### src/rtl/video_cmd_unit.sv
// ============================================================================
// Module   : video_cmd_unit
// Purpose  : Video page command engine (select / fill / copy / blit) for a
//            4-page, 4bpp VRAM with 1-cycle read latency.
// Revision : 1.0 - initial release
// ============================================================================
`default_nettype none

module video_cmd_unit #(
  parameter int WORDS = 16000
) (
  input  logic        clk,
  input  logic        reset,
  input  logic        cmd_valid,
  output logic        cmd_ready,
  input  logic [1:0]  cmd_op,
  input  logic [7:0]  cmd_arg0,
  input  logic [7:0]  cmd_arg1,
  output logic [15:0] vram_raddr,
  output logic        vram_re,
  input  logic [15:0] vram_rdata,
  output logic [15:0] vram_waddr,
  output logic [15:0] vram_wdata,
  output logic        vram_we,
  output logic [1:0]  work_page,
  output logic [1:0]  front_page,
  output logic [1:0]  back_page,
  output logic        busy,
  output logic        done
);

  localparam logic [1:0] c_idle  = 2'd0;
  localparam logic [1:0] c_fill  = 2'd1;
  localparam logic [1:0] c_copy  = 2'd2;
  localparam logic [1:0] c_drain = 2'd3;

  localparam logic [1:0] c_op_select = 2'd0;
  localparam logic [1:0] c_op_fill   = 2'd1;
  localparam logic [1:0] c_op_copy   = 2'd2;

  localparam logic [13:0] c_last = 14'(WORDS - 1);

  logic [1:0]  r_state;
  logic [13:0] r_cnt;
  logic [13:0] r_wcnt;
  logic        r_wr_pend;
  logic [1:0]  r_src;
  logic [1:0]  r_dst;
  logic [3:0]  r_color;
  logic [1:0]  r_work;
  logic [1:0]  r_front;
  logic [1:0]  r_back;
  logic        r_done;

  logic        w_ready;
  logic        w_accept;
  logic [1:0]  w_sel0;
  logic [1:0]  w_sel1;

  function automatic logic [1:0] resolve(input logic [7:0] sel,
                                         input logic [1:0] front,
                                         input logic [1:0] back);
    if (sel == 8'hFE)      return front;
    else if (sel == 8'hFF) return back;
    else                   return sel[1:0];
  endfunction

  assign w_ready  = (r_state == c_idle);
  assign w_accept = cmd_valid && w_ready;
  assign w_sel0   = resolve(cmd_arg0, r_front, r_back);
  assign w_sel1   = resolve(cmd_arg1, r_front, r_back);

  always_ff @(posedge clk or posedge reset) begin
    if (reset) begin
      r_state   <= c_idle;
      r_cnt     <= 14'd0;
      r_wcnt    <= 14'd0;
      r_wr_pend <= 1'b0;
      r_src     <= 2'd0;
      r_dst     <= 2'd0;
      r_color   <= 4'd0;
      r_work    <= 2'd2;
      r_front   <= 2'd2;
      r_back    <= 2'd1;
      r_done    <= 1'b0;
    end else begin
      r_done    <= 1'b0;
      // Write side of a copy trails the read side by one cycle.
      r_wr_pend <= (r_state == c_copy);
      r_wcnt    <= r_cnt;
      case (r_state)
        c_idle: begin
          if (w_accept) begin
            case (cmd_op)
              c_op_select: begin
                r_work <= w_sel0;
                r_done <= 1'b1;
              end
              c_op_fill: begin
                r_src   <= w_sel0;
                r_color <= cmd_arg1[3:0];
                r_cnt   <= 14'd0;
                r_state <= c_fill;
              end
              c_op_copy: begin
                r_src   <= w_sel0;
                r_dst   <= w_sel1;
                r_cnt   <= 14'd0;
                r_state <= c_copy;
              end
              default: begin
                if (cmd_arg0 == 8'hFF) begin
                  r_front <= r_back;
                  r_back  <= r_front;
                end else if (cmd_arg0 != 8'hFE) begin
                  r_front <= cmd_arg0[1:0];
                end
                r_done <= 1'b1;
              end
            endcase
          end
        end
        c_fill: begin
          if (r_cnt == c_last) begin
            r_state <= c_idle;
            r_done  <= 1'b1;
          end else begin
            r_cnt <= r_cnt + 14'd1;
          end
        end
        c_copy: begin
          // Counter parks on the last word so the drain write reuses it.
          if (r_cnt == c_last) begin
            r_state <= c_drain;
          end else begin
            r_cnt <= r_cnt + 14'd1;
          end
        end
        default: begin
          r_state <= c_idle;
          r_done  <= 1'b1;
        end
      endcase
    end
  end

  always_comb begin
    vram_re    = 1'b0;
    vram_raddr = 16'd0;
    vram_we    = 1'b0;
    vram_waddr = 16'd0;
    vram_wdata = 16'd0;
    case (r_state)
      c_fill: begin
        vram_we    = 1'b1;
        vram_waddr = {r_src, r_cnt};
        vram_wdata = {4{r_color}};
      end
      c_copy: begin
        vram_re    = 1'b1;
        vram_raddr = {r_src, r_cnt};
        vram_we    = r_wr_pend;
        vram_waddr = {r_dst, r_wcnt};
        vram_wdata = vram_rdata;
      end
      c_drain: begin
        vram_we    = 1'b1;
        vram_waddr = {r_dst, r_wcnt};
        vram_wdata = vram_rdata;
      end
      default: begin
        vram_re = 1'b0;
      end
    endcase
  end

  assign cmd_ready  = w_ready;
  assign busy       = (r_state != c_idle);
  assign done       = r_done;
  assign work_page  = r_work;
  assign front_page = r_front;
  assign back_page  = r_back;

endmodule

`default_nettype wire

### config.mk
export PLATFORM = sky130hd
export DESIGN_NAME = video_cmd_unit
export DESIGN_NICKNAME = d
export VERILOG_FILES = /design/src/rtl/video_cmd_unit.sv
export SDC_FILE = /design/constraint.sdc
export NUM_CORES = 1
export LEC_CHECK = 0
export BUFFER_PORTS_ARGS = -buffer_cell sky130_fd_sc_hd__buf_2
export CAP_MARGIN = 10
export CORE_ASPECT_RATIO = 1.5
export CORE_MARGIN = 2
export CORE_UTILIZATION = 45
export DETAILED_ROUTE_END_ITERATION = 8
export PLACE_DENSITY = 0.73
export RECOVER_POWER = 25
export SYNTH_ARGS = -nofsm -noshare
export SYNTH_HDL_FRONTEND = slang
export SYNTH_SLANG_ARGS = --single-unit
### constraint.sdc
create_clock -name clk -period 4.4 [get_ports clk]
set_input_delay 0.22 -clock clk [delete_from_list [all_inputs] [get_ports clk]]
set_output_delay 0.22 -clock clk [all_outputs]
set_load 0.02 [all_outputs]
* Word-level counts from Yosys, hierarchy flattened *
Cells that the tools add are included.

word-level totals
  register bits after elaboration = 46
  latch bits = 0
  RAM bits = 0
  memory bits (read-only) = 0
  output and inout bits = 59
  memories = 0

operators by class
  $add $sub $neg = 1
  $mul = 0
  divide/modulo/power cells = 0
  magnitude comparators = 0
  equal/unequal tests = 17
  shifts and indexed selects = 0
  mux-type cells = 24
  bitwise logic cells = 1
  reduce and logical (&&, ||, !) cells = 19

operators with widths
  operator               number
  $pmux 16 s2            2
  $mux 14                3
  $eq 8x8->1 const B     4
  $pmux 14 s2            1
  $mux 2                 9
  $mux 16                1
  $reduce_and 4->1       4
  $add 14x1->14 const B  1
  $eq 14x14->1 const B   1
  $reduce_and 3->1       4
  $ne 8x8->1 const B     1
  $reduce_or 2->1        4
  $eq 2x2->1 const B     3
  $ne 2x2->1 const B     3
  $pmux 2 s3             1
  $reduce_bool 2->1      3
  $eq 2x1->1 const B     2
  $logic_not 2->1        2
  $mux 1                 4
  $ne 2x1->1 const B     2
  $pmux 2 s2             1
  $ne 3x1->1 const B     1
  $pmux 1 s3             1
  $reduce_or 3->1        1
  3 further kinds        3

* Depth between registers and ports, before layout *
Gate-level depths: netlist of run 1.

  word-level depth = 5
  depth in mapped cells = 7
  depth with buffers taken out = 6

* Worst setup path after synthesis of run 1 *
OpenSTA, ideal clock, no wires.

  kind = reg2out
  start point = register r_state[0]
  end point = output vram_wdata[2]
  arrival = 1856 ps
  path slack = 2324 ps
  cell stages (with the launch flop) = 8
  buffers on the path = 2
  path through = dfrtp_1 > inv_1 > ha_1 > or2_2 > clkbuf_1 > clkbuf_1 > nand2_1 > a21oi_1

on the way
  word-level cells in the longest chain between the ends = 3

ends and longest elaborated chain
  item                       RTL line  text
  start: declaration         43        logic [1:0] r_state;
  start signal: assignment   75        r_state <= c_idle;
  start signal: assignment   103       r_state <= c_fill;
  start signal: assignment   109       r_state <= c_copy;
  $eq 2x2->1                 153       case (r_state)
  $reduce_or 2->1 (no line)  n/a
  $pmux 16 s2 *              153
  end: declaration           23        output logic [15:0] vram_wdata,

Every way passes the cells marked *; elsewhere a longest branch is shown, timed or not.

* Final worst setup path of run 1 *
Ends and elaborated chain as after synthesis.

==> results.sh, run 1 <==
export IMPL_run_status="finished with violations"
export IMPL_failing_checks="max-capacitance violations, max-slew violations"
export IMPL_insertedDiodeCount=0
export IMPL_timing_final_crit_period_ns=2.89
export IMPL_cts_repair_resize_count=0
export IMPL_place_gp_congestion=0.799
export IMPL_timing_critical_path_from="r_state[0]"
export IMPL_clkSlewWorstSetupHoldPaths_ns=0.08
export IMPL_syn_instance_count=319
export IMPL_area_growth_syn_to_layout_pct=21.3
export IMPL_setup_tns_final_ns=0
export IMPL_transition_at_the_pin_with_the_smallest_max_transition_slack_ns=1.70
export IMPL_rsz_0062_raised_after_global_routing="no"
export IMPL_fin_worst_skew_ns=0.00474
export IMPL_number_of_top_level_design_ports=96
export IMPL_endpoint_kind="output pin"
export IMPL_viasPerCell=5.57
export IMPL_dp_worst_setup_slack_ns=1.83
export IMPL_drt_pass1_iter_count=4
export IMPL_maximum_number_of_pins_on_one_net_before_global_route_repair=47
export IMPL_dieHeight_um=100
export IMPL_synth_async_reset_ratio_pct=100
export IMPL_synthDominantCellAreaShare_pct=38.5
export IMPL_share_seq_of_total_power_pct=31.6
export IMPL_seq_total_area_yosys_pct=41.4
export IMPL_final_max_slew_viol_count=47
export IMPL_worst_ir_drop_vdd_mv=0.418
export IMPL_post_cts_setup_buffer_count=0
export IMPL_worst_ep_required_time_ns=4.18
export IMPL_antenna_found_initial=0
export IMPL_design_core_area_um2=6090
export IMPL_static_leakage_power_uw=0.00171
export IMPL_r2r_worst_path_cells=6
export IMPL_switching_power_share_of_the_total_pct=48.8
export IMPL_final_antenna_net_count=0
export IMPL_cts_hold_repair_buffers=0
export IMPL_grt_pass1_vias=2437
export IMPL_io_buffer_count=95
export IMPL_wl_um=7330
export IMPL_reg2reg_setup_slack_ns=1.82
export IMPL_final_total_power_uw=2110
export IMPL_synth_lib_cells_used_distinct=51
export IMPL_period_share_pct=65.6
export IMPL_critPathCapture="vram_wdata[2]"
export IMPL_clock_sink_count=46
export IMPL_drt_first_iter_violations=114
export IMPL_nNetsFinal=448
export IMPL_worst_ep_arrival_time_ns=2.67
export IMPL_fp_dieW_um=68.3
export IMPL_timing_critical_path_from_type="flip-flop"
export IMPL_critical_path_peak_fanout=32
export IMPL_timing_hold_violations_final=0
export IMPL_hold_path_cell_count=2
export IMPL_num_vias=2653
export IMPL_whs_ns=0.174
export IMPL_netlist_area_um2=2790
export IMPL_crit_type="reg2out"
export IMPL_syn_nets=366
export IMPL_yosys_cell_count_top_type="sky130_fd_sc_hd__nand2_1"
export IMPL_synth_warning_count=0
export IMPL_clock_latency_ns=0.30
export IMPL_grtUsageTotal_pct=22.7
export IMPL_pwr_share_comb_pct=56.0
export IMPL_floorplan_initialDensity_pct=45.9
export IMPL_cts_buffers=5
export IMPL_drcViolationCount=0
export IMPL_power_share_clock_pct=12.5
export IMPL_total_switching_power_uw=1030
export IMPL_worst_hold_path_type="in2reg"
export IMPL_routedWlPerCell_um=15.4
export IMPL_first_pass_grt_wire_length_um=11800
export IMPL_grt_overflow_total=0
export IMPL_num_rows=35
export IMPL_synth_edff_count=0
export IMPL_die_area_um2=6860
export IMPL_p_int_uw=1080
export IMPL_place_detailed_hpwl_um=5130
export IMPL_nFillCells=584
export IMPL_synth_top_area_cell="sky130_fd_sc_hd__dfrtp_1"
export IMPL_cts_root_buf="sky130_fd_sc_hd__clkbuf_8"
export IMPL_synth_ff_type="sky130_fd_sc_hd__dfrtp_1"
export IMPL_cts_tree="built"
export IMPL_rr_endpoint="r_cnt[4]"
export IMPL_htreeDepth=2
export IMPL_max_slew_margin_pct=-13.3
export IMPL_final_setup_viol_count=0
export IMPL_max_freq_mhz=346
export IMPL_netlist_top_cells_area="sky130_fd_sc_hd__dfrtp_1 39%, sky130_fd_sc_hd__nand2_1 6.9%, sky130_fd_sc_hd__a22oi_1 4.6%, sky130_fd_sc_hd__ha_1 4.5%, sky130_fd_sc_hd__a21oi_1 4.1%"
export IMPL_max_clock_path_buffers=2
export IMPL_post_route_cells_drive_above_1_share_pct=32.1
export IMPL_cap_viol_max_count=1
export IMPL_post_synth_cell_area_avg_um2=8.75
export IMPL_timing_rr_start="r_state[1]"
export IMPL_power_density_cell_area_nw_per_um2=623
export IMPL_finalWorstSetupSlack_ns=1.51
export IMPL_yosys_register_bits=46
export IMPL_leading_cell_types_by_count_after_synthesis="51 x sky130_fd_sc_hd__nand2_1, 43 x sky130_fd_sc_hd__dfrtp_1, 23 x sky130_fd_sc_hd__a21oi_1"
-- placed cells by master (no fill, tap or decap), types with 3 or more instances in the layout --
cell / count
sky130_fd_sc_hd__a211o_1: 3
sky130_fd_sc_hd__nor2_1: 22
sky130_fd_sc_hd__ha_1: 10
sky130_fd_sc_hd__dfstp_2: 3
sky130_fd_sc_hd__o31a_2: 3
sky130_fd_sc_hd__and2_1: 16
sky130_fd_sc_hd__or4_1: 6
sky130_fd_sc_hd__o41ai_1: 3
sky130_fd_sc_hd__buf_2: 95
sky130_fd_sc_hd__nand2_1: 51
sky130_fd_sc_hd__mux2_2: 6
sky130_fd_sc_hd__inv_1: 15
sky130_fd_sc_hd__o21ai_0: 20
sky130_fd_sc_hd__o211ai_1: 3
sky130_fd_sc_hd__nand3_1: 9
sky130_fd_sc_hd__clkbuf_8: 6
sky130_fd_sc_hd__nand2b_1: 3
sky130_fd_sc_hd__dfrtp_1: 43
sky130_fd_sc_hd__or3_1: 3
sky130_fd_sc_hd__a21oi_1: 23
sky130_fd_sc_hd__or2_2: 3
sky130_fd_sc_hd__a22oi_1: 17
sky130_fd_sc_hd__a211oi_1: 3
-- registers in the layout (all words and copies together) (netlist names) --
signal and flops:
r_wcnt 14, front_page 2, done 1, r_src 2, r_cnt 14, r_dst 2, work_page 2, r_color 4
r_wr_pend 1, r_state 2, back_page 2
-- logic make-up (layout without fill, tap and decap cells) --
group                      after synthesis  in the layout  share of synthesized area [%]
buffers and inverters                   36            119                           5.33
adders and majority gates               10             10                           4.48
and+or+nand+nor                        131            131                           24.6
AOI/OAI and AO/OA                       88             88                           21.1
muxes                                    8              8                           3.14
DFF                                     46             46                           41.4
-- worst max-delay path: stages (launching register included) --
cell	delay, ns
sky130_fd_sc_hd__dfrtp_1	0.42
sky130_fd_sc_hd__inv_1	0.14
sky130_fd_sc_hd__ha_1	0.67
sky130_fd_sc_hd__or2_2	0.65
sky130_fd_sc_hd__nand2_1	0.12
sky130_fd_sc_hd__a21oi_1	0.17
sky130_fd_sc_hd__buf_2	0.19
-- power by group through the flow --
stage          Sequential [µW]  Clock (µW)  Combinational, µW
2_1_floorplan              655           0                840
4_1_cts                    665         271               1150
5_1_grt                    687         291               1300
3_3_place_gp               667           0               1120
3_5_place_dp               671           0               1150
6_report                   667         263               1180
-- layout make-up --
class / instances / area, µm² / share of cell area, %
clock inverter: 1 / 5.00 / 0.148
sequential: 46 / 1150 / 34.1
inverter: 15 / 56.3 / 1.66
timing repair buffer: 96 / 503 / 14.9
tap: 74 / 92.6 / 2.73
clock buffer: 7 / 86.3 / 2.55
multi-input combinational: 237 / 1490 / 44.0
-- layer usage --
metal | GRT usage, % | wire length (µm) | vias up
li1 | - | - | 1291
met4 | 8.15 | 107 | 0
met2 | 37.6 | 3880 | 86
met3 | 3.24 | 340 | 9
met1 | 29.7 | 3000 | 1267
met5 | 0 | 0 | -
-- per-stage QoR --
step | util (%) | instances | area [µm²]
after floorplan | - | 319 | 2790
after global placement | 53.7 | 467 | 3270
after detailed placement | 53.7 | 467 | 3270
after CTS | 55.2 | 475 | 3360
after global routing | 55.6 | 476 | 3390
final | 55.6 | 476 | 3390
-- worst min-delay path by stage --
stage	startpoint	endpoint
2_1_floorplan	r_cnt[3]	r_wcnt[3]
3_3_place_gp	work_page[0]	work_page[0]
3_5_place_dp	work_page[0]	work_page[0]
4_1_cts	reset	r_color[3]
5_1_grt	cmd_arg1[3]	r_color[3]
6_report	cmd_arg1[3]	r_color[3]
No activity file was read; power rests on OpenSTA's default activity.
==> run 2: changes to the inputs <==
- ABC_AREA: unset -> 1
- clock period: 4.4 -> 2.8 ns (I/O delays scaled with it)
==> run 2 against run 1 <==
- via count grew 8.6%
- clock skew increased by 0.0011 ns
- final cell count up 23%
- worst hold slack lost 0.059 ns
- core utilization rose by 0.53 points
- combinational power is 7% higher
- area after synthesis rose by 2.9%
- the run still ends with max-capacitance violations, max-slew violations left
- critical endpoint is now vram_wdata[5]
- sequential share of layout area down 0.80 points
- largest cell class unchanged
- power increased by 21%
- cell area is 2.4% higher
==> results.sh, run 2 <==
export IMPL_synth_edff_count=0
export IMPL_insertedDiodeCount=0
export IMPL_failing_checks="max-capacitance violations, max-slew violations"
export IMPL_routed_wl_met3_um=342
export IMPL_synth_lib_cells_used_distinct=28
export IMPL_drcViolationCount=0
export IMPL_leading_cell_types_by_count_after_synthesis="180 x sky130_fd_sc_hd__nand2_1, 50 x sky130_fd_sc_hd__inv_1, 43 x sky130_fd_sc_hd__dfrtp_1"
export IMPL_synth_async_reset_ratio_pct=100
export IMPL_final_max_slew_viol_count=47
export IMPL_timing_critical_path_from_type="flip-flop"
export IMPL_max_slew_margin_pct=-15.0
export IMPL_reg2reg_setup_slack_ns=1.04
export IMPL_multiInputGateArea_um2=1430
export IMPL_cts_root_buf="sky130_fd_sc_hd__clkbuf_8"
export IMPL_wl_um=7240
export IMPL_routedWlPerCell_um=12.4
export IMPL_worst_hold_path_type="in2reg"
export IMPL_cts_buffers=5
export IMPL_seq_total_area_yosys_pct=40.2
export IMPL_cap_viol_max_count=1
export IMPL_dieHeight_um=102
export IMPL_worst_ep_arrival_time_ns=2.00
export IMPL_power_share_clock_pct=15.1
export IMPL_total_switching_power_uw=1200
export IMPL_yosys_register_bits=46
export IMPL_clkSlewWorstSetupHoldPaths_ns=0.08
export IMPL_final_total_power_uw=2560
export IMPL_grt_overflow_total=0
export IMPL_dr_wl_met2_um=3760
export IMPL_clock_sink_count=46
export IMPL_crit_type="reg2out"
export IMPL_design_core_area_um2=6170
export IMPL_worst_ep_required_time_ns=2.66
export IMPL_min_to="r_color[2]"
export IMPL_die_area_um2=7050
export IMPL_critical_path_peak_fanout=14
export IMPL_num_rows=35
export IMPL_io_buffer_count=95
export IMPL_rsz_0062_raised_after_global_routing="no"
export IMPL_hp_start="cmd_arg1[2]"
export IMPL_post_synth_cell_area_avg_um2=6.82
export IMPL_place_detailed_hpwl_um=5440
export IMPL_cts_tree="built"
export IMPL_max_freq_mhz=466
export IMPL_grtUsageTotal_pct=20.5
export IMPL_cts_repair_resize_count=0
export IMPL_first_pass_grt_wire_length_um=11800
export IMPL_biggestRegsByFlops="r_cnt (14), r_wcnt (14), r_color (4)"
export IMPL_max_clock_path_buffers=2
export IMPL_finalWorstSetupSlack_ns=0.655
export IMPL_post_route_cells_drive_above_1_share_pct=24.1
export IMPL_timing_hold_violations_final=0
export IMPL_viasPerCell=4.93
export IMPL_setup_tns_final_ns=0
export IMPL_whs_ns=0.115
export IMPL_timing_final_crit_period_ns=2.14
export IMPL_clock_latency_ns=0.29
export IMPL_share_seq_of_total_power_pct=35.7
export IMPL_syn_nets=468
export IMPL_fin_worst_skew_ns=0.00579
export IMPL_num_vias=2882
export IMPL_hold_path_cell_count=2
export IMPL_post_cts_setup_buffer_count=0
export IMPL_period_share_pct=76.6
export IMPL_synthDominantCellAreaShare_pct=37.5
export IMPL_r2r_worst_path_cells=9
export IMPL_nFillCells=603
export IMPL_run_status="finished with violations"
export IMPL_switching_power_share_of_the_total_pct=46.6
export IMPL_final_setup_viol_count=0
export IMPL_area_growth_syn_to_layout_pct=20.7
export IMPL_netlist_area_um2=2870
export IMPL_netlist_top_cells_area="sky130_fd_sc_hd__dfrtp_1 37%, sky130_fd_sc_hd__nand2_1 24%, sky130_fd_sc_hd__inv_1 6.5%, sky130_fd_sc_hd__a21oi_1 5.9%, sky130_fd_sc_hd__ha_1 4.4%"
export IMPL_final_antenna_net_count=0
export IMPL_static_leakage_power_uw=0.00204
export IMPL_dp_worst_setup_slack_ns=0.966
export IMPL_cts_hold_repair_buffers=0
export IMPL_maximum_number_of_pins_on_one_net_before_global_route_repair=47
export IMPL_layout_common_cells="180 x sky130_fd_sc_hd__nand2_1, 95 x sky130_fd_sc_hd__buf_2, 50 x sky130_fd_sc_hd__inv_1"
export IMPL_synth_top_area_cell="sky130_fd_sc_hd__dfrtp_1"
export IMPL_worst_ir_drop_vdd_mv=0.304
export IMPL_grt_pass1_vias=2642
export IMPL_transition_at_the_pin_with_the_smallest_max_transition_slack_ns=1.72
export IMPL_sequential_cell_area_um2=1150
export IMPL_antenna_found_initial=0
export IMPL_floorplan_initialDensity_pct=46.5
export IMPL_nNetsFinal=557
export IMPL_rr_endpoint="r_cnt[9]"
export IMPL_layout_cells_most_common="sky130_fd_sc_hd__nand2_1"
export IMPL_pwr_share_comb_pct=49.2
export IMPL_fp_dieW_um=69.2
export IMPL_drt_pass1_iter_count=4
export IMPL_htreeDepth=2
export IMPL_place_gp_congestion=0.878
export IMPL_syn_instance_count=421
export IMPL_route_layer_met1_wl_um=3000
export IMPL_timing_rr_start="r_state[0]"
export IMPL_synth_ff_type="sky130_fd_sc_hd__dfrtp_1"
export IMPL_routed_top_layer="met4"
export IMPL_endpoint_kind="output pin"
export IMPL_synth_warning_count=0
export IMPL_number_of_top_level_design_ports=96
export IMPL_drt_first_iter_violations=99
export IMPL_yosys_cell_count_top_type="sky130_fd_sc_hd__nand2_1"
export IMPL_p_int_uw=1370
export IMPL_power_density_cell_area_nw_per_um2=739
## run 2: changes by cell type in the layout (fill, tap and decap cells not counted), sizes merged, moves of 8 or more
| cell | delta |
|---|---|
| a21oi | +11 |
| or4 | -9 |
| inv | +39 |
| and2 | -17 |
| nand2 | +134 |
| o21ai | -8 |
| a22oi | -17 |
## run 2: how the worst max path moves through the flow
stage	from	to	slack, ns	cells past startpoint
after floorplan	r_state[0]	vram_waddr[0]	0.88	8
after global placement	r_state[1]	vram_wdata[8]	1.06	6
after detailed placement	r_state[1]	vram_wdata[5]	0.97	6
after CTS	r_state[1]	vram_wdata[5]	0.63	6
after global routing	r_state[1]	vram_wdata[10]	0.49	6
final	r_state[1]	vram_wdata[5]	0.66	6
## run 2: cells by family (layout without fill, tap and decap cells)
logic type	after synthesis	count (layout)	share of synthesized area, %
xor+xnor	7	7	2.13
buf+inv	71	161	9.93
simple gates	237	237	34.1
compound gates	48	48	8.45
mux	2	2	0.784
flops	46	46	40.2
fa+ha+maj	10	10	4.36
## run 2: power by group through the flow
stage | Combinational, µW | Sequential [µW] | Clock (µW)
after floorplan | 877 | 938 | 0
after detailed placement | 1270 | 930 | 0
after global routing | 1400 | 933 | 431
after CTS | 1270 | 917 | 401
final | 1260 | 915 | 386
after global placement | 1240 | 933 | 0
## run 2: worst max-delay path: stages, from the launching register on
cell and delay, ns:
sky130_fd_sc_hd__dfrtp_1 0.42, sky130_fd_sc_hd__inv_1 0.10, sky130_fd_sc_hd__ha_1 0.46, sky130_fd_sc_hd__buf_4 0.25, sky130_fd_sc_hd__nand2_1 0.12, sky130_fd_sc_hd__a21oi_1 0.17
sky130_fd_sc_hd__buf_2 0.18
## run 2: final cells by class
type,instances,share of cell area (%)
Timing Repair Buffer,99,14.6
Sequential cell,46,33.3
Multi-Input combinational cell,304,41.3
Clock buffer,8,2.31
Inverter,54,5.84
Tap cell,74,2.67
## run 2: metrics by stage
step	instance area, µm²	utilization, %	cells
finish	3470	56.2	585
global route	3470	56.2	585
floorplan	2870	-	421
CTS	3470	56.2	585
global placement	3390	54.9	577
detailed placement	3390	54.9	577
## run 2: layer usage
layer  track usage (%)  up-vias
met5                 0        -
met4              6.94        0
li1                  -     1469
met1              23.0     1324
met3              3.45       11
met2              39.1       78
